## src/rtl/adc_pkg.sv

```systemverilog
// Shared definitions for the AD400x capture front end: FSM encoding, supported
// frame widths, sign extension and configuration legality.
package adc_pkg;

   typedef enum logic {
      ST_IDLE  = 1'b0,
      ST_SHIFT = 1'b1
   } adc_state_e;

   localparam int ADC_W16          = 16;
   localparam int ADC_W18          = 18;
   localparam int ADC_W20          = 20;
   localparam int ADC_MAX_CHANNELS = 48;
   localparam int ADC_EXT_MAX      = 64;

   // Sign-extend the low `width` bits of raw (the widest supported frame) to 64 bits.
   function automatic logic [ADC_EXT_MAX-1:0] adc_sign_ext(input logic [ADC_W20-1:0] raw,
                                                          input int               width);
      logic [ADC_EXT_MAX-1:0] keep;
      logic [ADC_EXT_MAX-1:0] res;
      logic [4:0]             msb;
      keep = (64'd1 << width) - 64'd1;
      msb  = 5'(width - 1);
      res  = {44'd0, raw} & keep;
      if (raw[msb]) begin
         res = res | ~keep;
      end else begin
         res = res;
      end
      return res;
   endfunction

   function automatic bit adc_cfg_ok(input int channels, input int data_w, input int out_w);
      return ((channels % 2) == 0) && (channels >= 2) && (channels <= ADC_MAX_CHANNELS) &&
             ((data_w == ADC_W16) || (data_w == ADC_W18) || (data_w == ADC_W20)) &&
             (out_w >= data_w) && (out_w <= ADC_EXT_MAX);
   endfunction

endpackage

```

## src/rtl/adc_capture_block_lane.sv

```systemverilog
// One SDO lane: differential receive, single input register and an MSB-first
// shift register advanced by the shared control FSM.
module adc_ad400x_lane
   import adc_pkg::*;
#(
   parameter int ADC_DATA_WIDTH = ADC_W18
) (
   input  logic                      i_clk,
   input  logic                      i_rst_n,
   input  logic                      i_sdo_p,
   input  logic                      i_sdo_n,
   input  logic                      i_shift_en,
   output logic [ADC_DATA_WIDTH-1:0] o_data
);

   logic                      w_sdo;
   logic                      r_sdo;
   logic [ADC_DATA_WIDTH-1:0] r_sr;

   // Differential receiver: a collapsed pair (p==n) reads as 0.
   assign w_sdo = i_sdo_p & ~i_sdo_n;

   // Input register and frame shift register.
   always_ff @(posedge i_clk or negedge i_rst_n) begin
      if (!i_rst_n) begin
         r_sdo <= 1'b0;
         r_sr  <= '0;
      end else begin
         r_sdo <= w_sdo;
         if (i_shift_en) begin
            r_sr <= {r_sr[ADC_DATA_WIDTH-2:0], r_sdo};
         end else begin
            r_sr <= r_sr;
         end
      end
   end

   assign o_data = r_sr;

endmodule

```

## src/rtl/adc_capture_block.sv

```systemverilog
// Multi-channel AD400x capture: shared read-window FSM, frame-length check,
// sign-extended output bank with valid/error strobes and a good-frame counter.
module adc_capture_block
   import adc_pkg::*;
#(
   parameter int ADC_CHANNELS   = 8,
   parameter int ADC_MODULES    = ADC_CHANNELS / 2,
   parameter int ADC_DATA_WIDTH = ADC_W18,
   parameter int OUT_WIDTH      = 32,
   parameter int CNT_WIDTH      = 32
) (
   input  logic                              adc_read_clk,
   input  logic                              rstn,
   input  logic [ADC_MODULES-1:0]            adc_sdo_cha_p,
   input  logic [ADC_MODULES-1:0]            adc_sdo_cha_n,
   input  logic [ADC_MODULES-1:0]            adc_sdo_chb_p,
   input  logic [ADC_MODULES-1:0]            adc_sdo_chb_n,
   input  logic                              reader_en_sync,
   output logic [OUT_WIDTH*ADC_CHANNELS-1:0] adc_data_arr,
   output logic                              data_valid,
   output logic                              frame_err,
   output logic [CNT_WIDTH-1:0]              sample_cnt
);

   localparam int              BC_W    = $clog2(ADC_DATA_WIDTH + 2);
   localparam logic [BC_W-1:0] BC_FULL = BC_W'(ADC_DATA_WIDTH);
   localparam logic [BC_W-1:0] BC_SAT  = BC_W'(ADC_DATA_WIDTH + 1);

   if (!adc_cfg_ok(ADC_CHANNELS, ADC_DATA_WIDTH, OUT_WIDTH) || (ADC_MODULES * 2 != ADC_CHANNELS)) begin : g_cfg_err
      $error("adc_capture_block: unsupported channel count or width configuration");
   end

   adc_state_e                      r_state;
   adc_state_e                      w_state_nxt;
   logic [BC_W-1:0]                 r_bit_cnt;
   logic [BC_W-1:0]                 w_bit_cnt_nxt;
   logic                            r_en;
   logic                            w_shift_en;
   logic                            w_frame_good;
   logic                            w_frame_bad;
   logic [ADC_DATA_WIDTH-1:0]       w_lane_data [ADC_CHANNELS];
   logic [OUT_WIDTH*ADC_CHANNELS-1:0] w_ext_arr;
   logic [OUT_WIDTH*ADC_CHANNELS-1:0] r_data_arr;
   logic                            r_valid;
   logic                            r_err;
   logic [CNT_WIDTH-1:0]            r_cnt;

   for (genvar k = 0; k < ADC_MODULES; k++) begin : g_mod
      adc_ad400x_lane #(.ADC_DATA_WIDTH(ADC_DATA_WIDTH)) u_lane_a (
         .i_clk      (adc_read_clk),
         .i_rst_n    (rstn),
         .i_sdo_p    (adc_sdo_cha_p[k]),
         .i_sdo_n    (adc_sdo_cha_n[k]),
         .i_shift_en (w_shift_en),
         .o_data     (w_lane_data[2*k])
      );
      adc_ad400x_lane #(.ADC_DATA_WIDTH(ADC_DATA_WIDTH)) u_lane_b (
         .i_clk      (adc_read_clk),
         .i_rst_n    (rstn),
         .i_sdo_p    (adc_sdo_chb_p[k]),
         .i_sdo_n    (adc_sdo_chb_n[k]),
         .i_shift_en (w_shift_en),
         .o_data     (w_lane_data[2*k+1])
      );
   end

   // Window register and FSM state/bit counter.
   always_ff @(posedge adc_read_clk or negedge rstn) begin
      if (!rstn) begin
         r_en      <= 1'b0;
         r_state   <= ST_IDLE;
         r_bit_cnt <= '0;
      end else begin
         r_en      <= reader_en_sync;
         r_state   <= w_state_nxt;
         r_bit_cnt <= w_bit_cnt_nxt;
      end
   end

   // Next state, shift enable and frame verdict; the counter saturates to flag long frames.
   always_comb begin
      w_state_nxt   = r_state;
      w_bit_cnt_nxt = r_bit_cnt;
      w_shift_en    = 1'b0;
      w_frame_good  = 1'b0;
      w_frame_bad   = 1'b0;
      case (r_state)
         ST_IDLE: begin
            if (r_en) begin
               w_state_nxt   = ST_SHIFT;
               w_bit_cnt_nxt = BC_W'(1);
               w_shift_en    = 1'b1;
            end else begin
               w_state_nxt   = ST_IDLE;
            end
         end
         ST_SHIFT: begin
            if (r_en) begin
               w_shift_en = 1'b1;
               if (r_bit_cnt != BC_SAT) begin
                  w_bit_cnt_nxt = r_bit_cnt + BC_W'(1);
               end else begin
                  w_bit_cnt_nxt = r_bit_cnt;
               end
            end else begin
               w_state_nxt = ST_IDLE;
               if (r_bit_cnt == BC_FULL) begin
                  w_frame_good = 1'b1;
               end else begin
                  w_frame_bad  = 1'b1;
               end
            end
         end
         default: begin
            w_state_nxt = ST_IDLE;
         end
      endcase
   end

   // Sign-extend every lane into its channel slot.
   always_comb begin
      w_ext_arr = '0;
      for (int c = 0; c < ADC_CHANNELS; c++) begin
         w_ext_arr[OUT_WIDTH*c +: OUT_WIDTH] =
            OUT_WIDTH'(adc_sign_ext(ADC_W20'(w_lane_data[c]), ADC_DATA_WIDTH));
      end
   end

   // Output bank, strobes and good-frame counter.
   always_ff @(posedge adc_read_clk or negedge rstn) begin
      if (!rstn) begin
         r_data_arr <= '0;
         r_valid    <= 1'b0;
         r_err      <= 1'b0;
         r_cnt      <= '0;
      end else begin
         r_valid <= w_frame_good;
         r_err   <= w_frame_bad;
         if (w_frame_good) begin
            r_data_arr <= w_ext_arr;
            r_cnt      <= r_cnt + CNT_WIDTH'(1);
         end else begin
            r_data_arr <= r_data_arr;
            r_cnt      <= r_cnt;
         end
      end
   end

   assign adc_data_arr = r_data_arr;
   assign data_valid   = r_valid;
   assign frame_err    = r_err;
   assign sample_cnt   = r_cnt;

endmodule

```

## config.mk

```make
export PLATFORM = sky130hd
export DESIGN_NAME = adc_capture_block
export DESIGN_NICKNAME = d
export VERILOG_FILES = /design/src/rtl/adc_pkg.sv /design/src/rtl/adc_capture_block_lane.sv /design/src/rtl/adc_capture_block.sv
export SDC_FILE = /design/constraint.sdc
export NUM_CORES = 1
export LEC_CHECK = 0
export CORE_MARGIN = 2
export CORE_UTILIZATION = 55
export CTS_BUF_LIST = sky130_fd_sc_hd__clkbuf_4 sky130_fd_sc_hd__clkbuf_8
export DETAILED_ROUTE_END_ITERATION = 6
export PLACE_DENSITY = 0.87
export SLEW_MARGIN = 10
export SYNTH_ARGS = -nofsm -noshare
export SYNTH_HDL_FRONTEND = slang
export SYNTH_SLANG_ARGS = --single-unit
```

## constraint.sdc

```tcl
create_clock -name adc_read_clk -period 4.3 [get_ports adc_read_clk]
set_input_delay 0.43 -clock adc_read_clk [delete_from_list [all_inputs] [get_ports adc_read_clk]]
set_output_delay 0.43 -clock adc_read_clk [all_outputs]
set_load 0.02 [all_outputs]
```

==> summary.md <==
| Metric | Value |
|---|---|
| Status | complete, no violations |
| Pin count of the biggest net entering global routing | 114 |
| Layout cells sized above 1 | 17.5% |
| Hold Crit Class | input pin to flip-flop |
| Slew margin rel. | 31.0% |
| First-pass GRT wire length | 46200 um |
| # H-tree levels | 2 |
| DP Cell Count | 1688 |
| CP Class | flip-flop to flip-flop |
| Non-Filler Instances | 1782 |
| Clock buffer count from CTS | 53 |
| Pwr Density | 432 nW/um2 |
| Post-synth EDFFs | 0 |
| GR Overflow Total | 0 |
| Library cells used by synthesis | 32 |
| Fmax achieved | 363 MHz |
| Max Cap Viol | 0 |
| Die ar. | 26000 um2 |
| Post-Synth Simple-Gate Area | 15.6% |
| Post-route DRC | 0 |
| Asr flop ratio synth | 100% |
| CP Launch Type | flip-flop |
| #FFs+latches synth | 337 |
| Port bufs | 308 |
| Sequential area share after synthesis | 62.1% |
| Largest family of logic cells by synthesized area | simple AND/OR/NAND/NOR gates |
| Mux cell area share after synthesis | 11.9% |
| Slew Limit Fails | 0 |
| Final period utilization | 64.1% |
| Largest area contributor in the netlist | dfrtp_1 |
| Synth top area cells | dfrtp_1, nand2_1, mux2_2, buf_4, xnor2_1 |
| FILL cells | 1668 |
| Compound-Gate Fraction of Synth Area | 0.129% |
| Post-Syn Area per Cell | 11.2 um2 |
| Crit-path max FO | 72 |
| Synthesized net count | 1231 |
| Gpl congestion | 0.841 |
| Initial drt markers | 605 |
| Top-area cell type share of the netlist area | 62.1% |
| Setup violators final | 0 |
| Worst-margin pin slew | 1.04 ns |
| Worst skew pair latency | 0.56 ns |
| Nets | 1442 |
| Vias in the first global route | 9170 |
| Fin. Hold Viols | 0 |
| Final Critical Period | 2.76 ns |
| Die Y | 161 um |
| Vias per cell | 5.07 |
| Synth Area in XOR/XNOR | 2.13% |
| WL per Instance | 15.7 um |
| Number of synthesis warnings | 0 |
| Post-route cell area | 17300 um2 |
| CTS tree | built |
| RSZ-0062 raised after global routing | false |
| Via count | 9036 |
| Starting Density | 56.0% |
| Reg area | 8440 um2 |
| Std-Cell Rows | 57 |
| Multi-input logic area | 4090 um2 |
| Setup TNS | 0 ns |
| Final worst clock skew | 0.0401 ns |
| Synth Cell Area | 13600 um2 |
| Dpl cell area | 16100 um2 |
| CTS sink count | 337 |
| IO Pins | 309 |
| Pre-Repair DR Iteration Count | 7 |
| Clock slew at reported path FFs | 0.06 ns |
| Top FF cell, synth | dfrtp_1 |
| Post-synthesis adder-cell area fraction | 0.276% |
| P&R area growth vs syn | 27.5% |
| Clk root buf | clkbuf_8 |
| Finished Core Util | 71.4% |
| Leak | 0.00854 uW |
| Tot Pwr | 7470 uW |
| Longest Clk Path Bufs | 3 |
| CORE AREA | 24200 um2 |
| Req. time, crit path | 4.77 ns |
| Routed Antenna Nets | 0 |
| Crit end category | flip-flop |
| Arr. time, crit path | 3.23 ns |
| Final HPWL DP | 17800 um |
| Worst VDD drop | 0.302 mV |
| Post-Route WL | 27900 um |
| Cells after Synth | 1209 |
| Initial antenna violation count | 0 |
| ANT cells | 0 |
| Die X | 161 um |
| GRT Util Overall | 21.7% |
## what timing repair did
action / in CTS / in global routing
gates resized for setup: 0 / 0
setup buffers: 0 / 0
hold endpoints to repair: 108 / 0
hold buffers: 1 / 0
## cell families after synthesis
logic type / after synthesis
compound gates: 3
xor+xnor: 33
fa+ha+maj: 3
buf+inv: 169
flops: 337
mux: 144
simple gates: 520
## through the flow
stage | setup slack [ns] | hold slack (ns)
5_1_grt | 1.37 | 0.310
3_5_place_dp | 1.65 | 0.455
2_1_floorplan | 2.30 | 0.134
6_report | 1.54 | 0.333
3_3_place_gp | 1.76 | 0.445
4_1_cts | 1.55 | 0.300
## registers in the layout, summed over array words and instances, names as in the netlist, 4 cells and up
signal                 count
adc_data_arr             144
g_mod.u_lane_b.o_data     72
sample_cnt                32
g_mod.u_lane_a.r_sdo       4
g_mod.u_lane_b.r_sdo       4
r_bit_cnt                  5
g_mod.u_lane_a.o_data     72
## metal layers
metal  up-vias  global-route usage, %  wire length (um)
li1       4188                      -                 -
met4         0                   8.04               748
met5         -                      0                 0
met1      4456                   27.4             11400
met2       329                   37.1             14000
met3        63                   4.83              1800
## layout make-up
cell class	instances	area share, %
clock buffers	85	6.33
repair buffers	320	18.5
well taps	324	2.34
clock inverters	8	0.398
flip-flops and latches	337	48.8
multi-input cells	703	23.6
inverters	5	0.123
## final timing paths
check,from,to,slack (ns),depth (start not counted)
min in group asynchronous,rstn,g_mod[3].u_lane_b.r_sdo,0.54,2
max in group asynchronous,rstn,adc_data_arr[132],2.63,3
min reg2reg,g_mod[2].u_lane_a.r_sdo,g_mod[2].u_lane_a.o_data[0],0.44,1
min,reader_en_sync,r_en,0.33,1
max reg2reg,r_bit_cnt[0],adc_data_arr[40],1.54,9
max,r_bit_cnt[0],adc_data_arr[40],1.54,9
## cells in the mapped netlist, types with 2 or more instances
cell type,count
nand2_1,455
dfrtp_1,337
mux2_2,144
buf_4,112
clkbuf_1,43
xnor2_1,19
xor2_1,14
nand3_1,12
nor2_1,12
nor2b_1,9
nand4_1,8
buf_1,7
and4_1,5
nor3_1,5
inv_1,4
ha_1,3
nor4_1,3
and3_1,2
buf_2,2
## placed cells by master, fill, tap and decap left out, drive strengths merged, types with 9 or more instances in the layout
master and n:
buf 12, clkbuf 85, clkdlybuf4s50 307, dfrtp 337
mux2 144, nand2 455, nand3 12, nor2 12
nor2b 9, xnor2 19, xor2 14
## worst max-delay path, cell delays in order (launching register included)
cell	delay (ns)
dfrtp_1	0.42
inv_1	0.09
ha_1	0.14
and4bb_1	0.26
nand3b_4	0.08
buf_4	0.34
inv_4	0.31
buf_4	0.66
nand2_1	0.18
nand2_1	0.11
## power by group
| part | internal, uW | leakage [uW] | switching, uW |
|---|---|---|---|
| clock | 1670 | 0.000622 | 1190 |
| sequential | 3650 | 0.00455 | 357 |
| combinational | 396 | 0.00337 | 214 |
No activity file was read; power rests on OpenSTA's default activity.
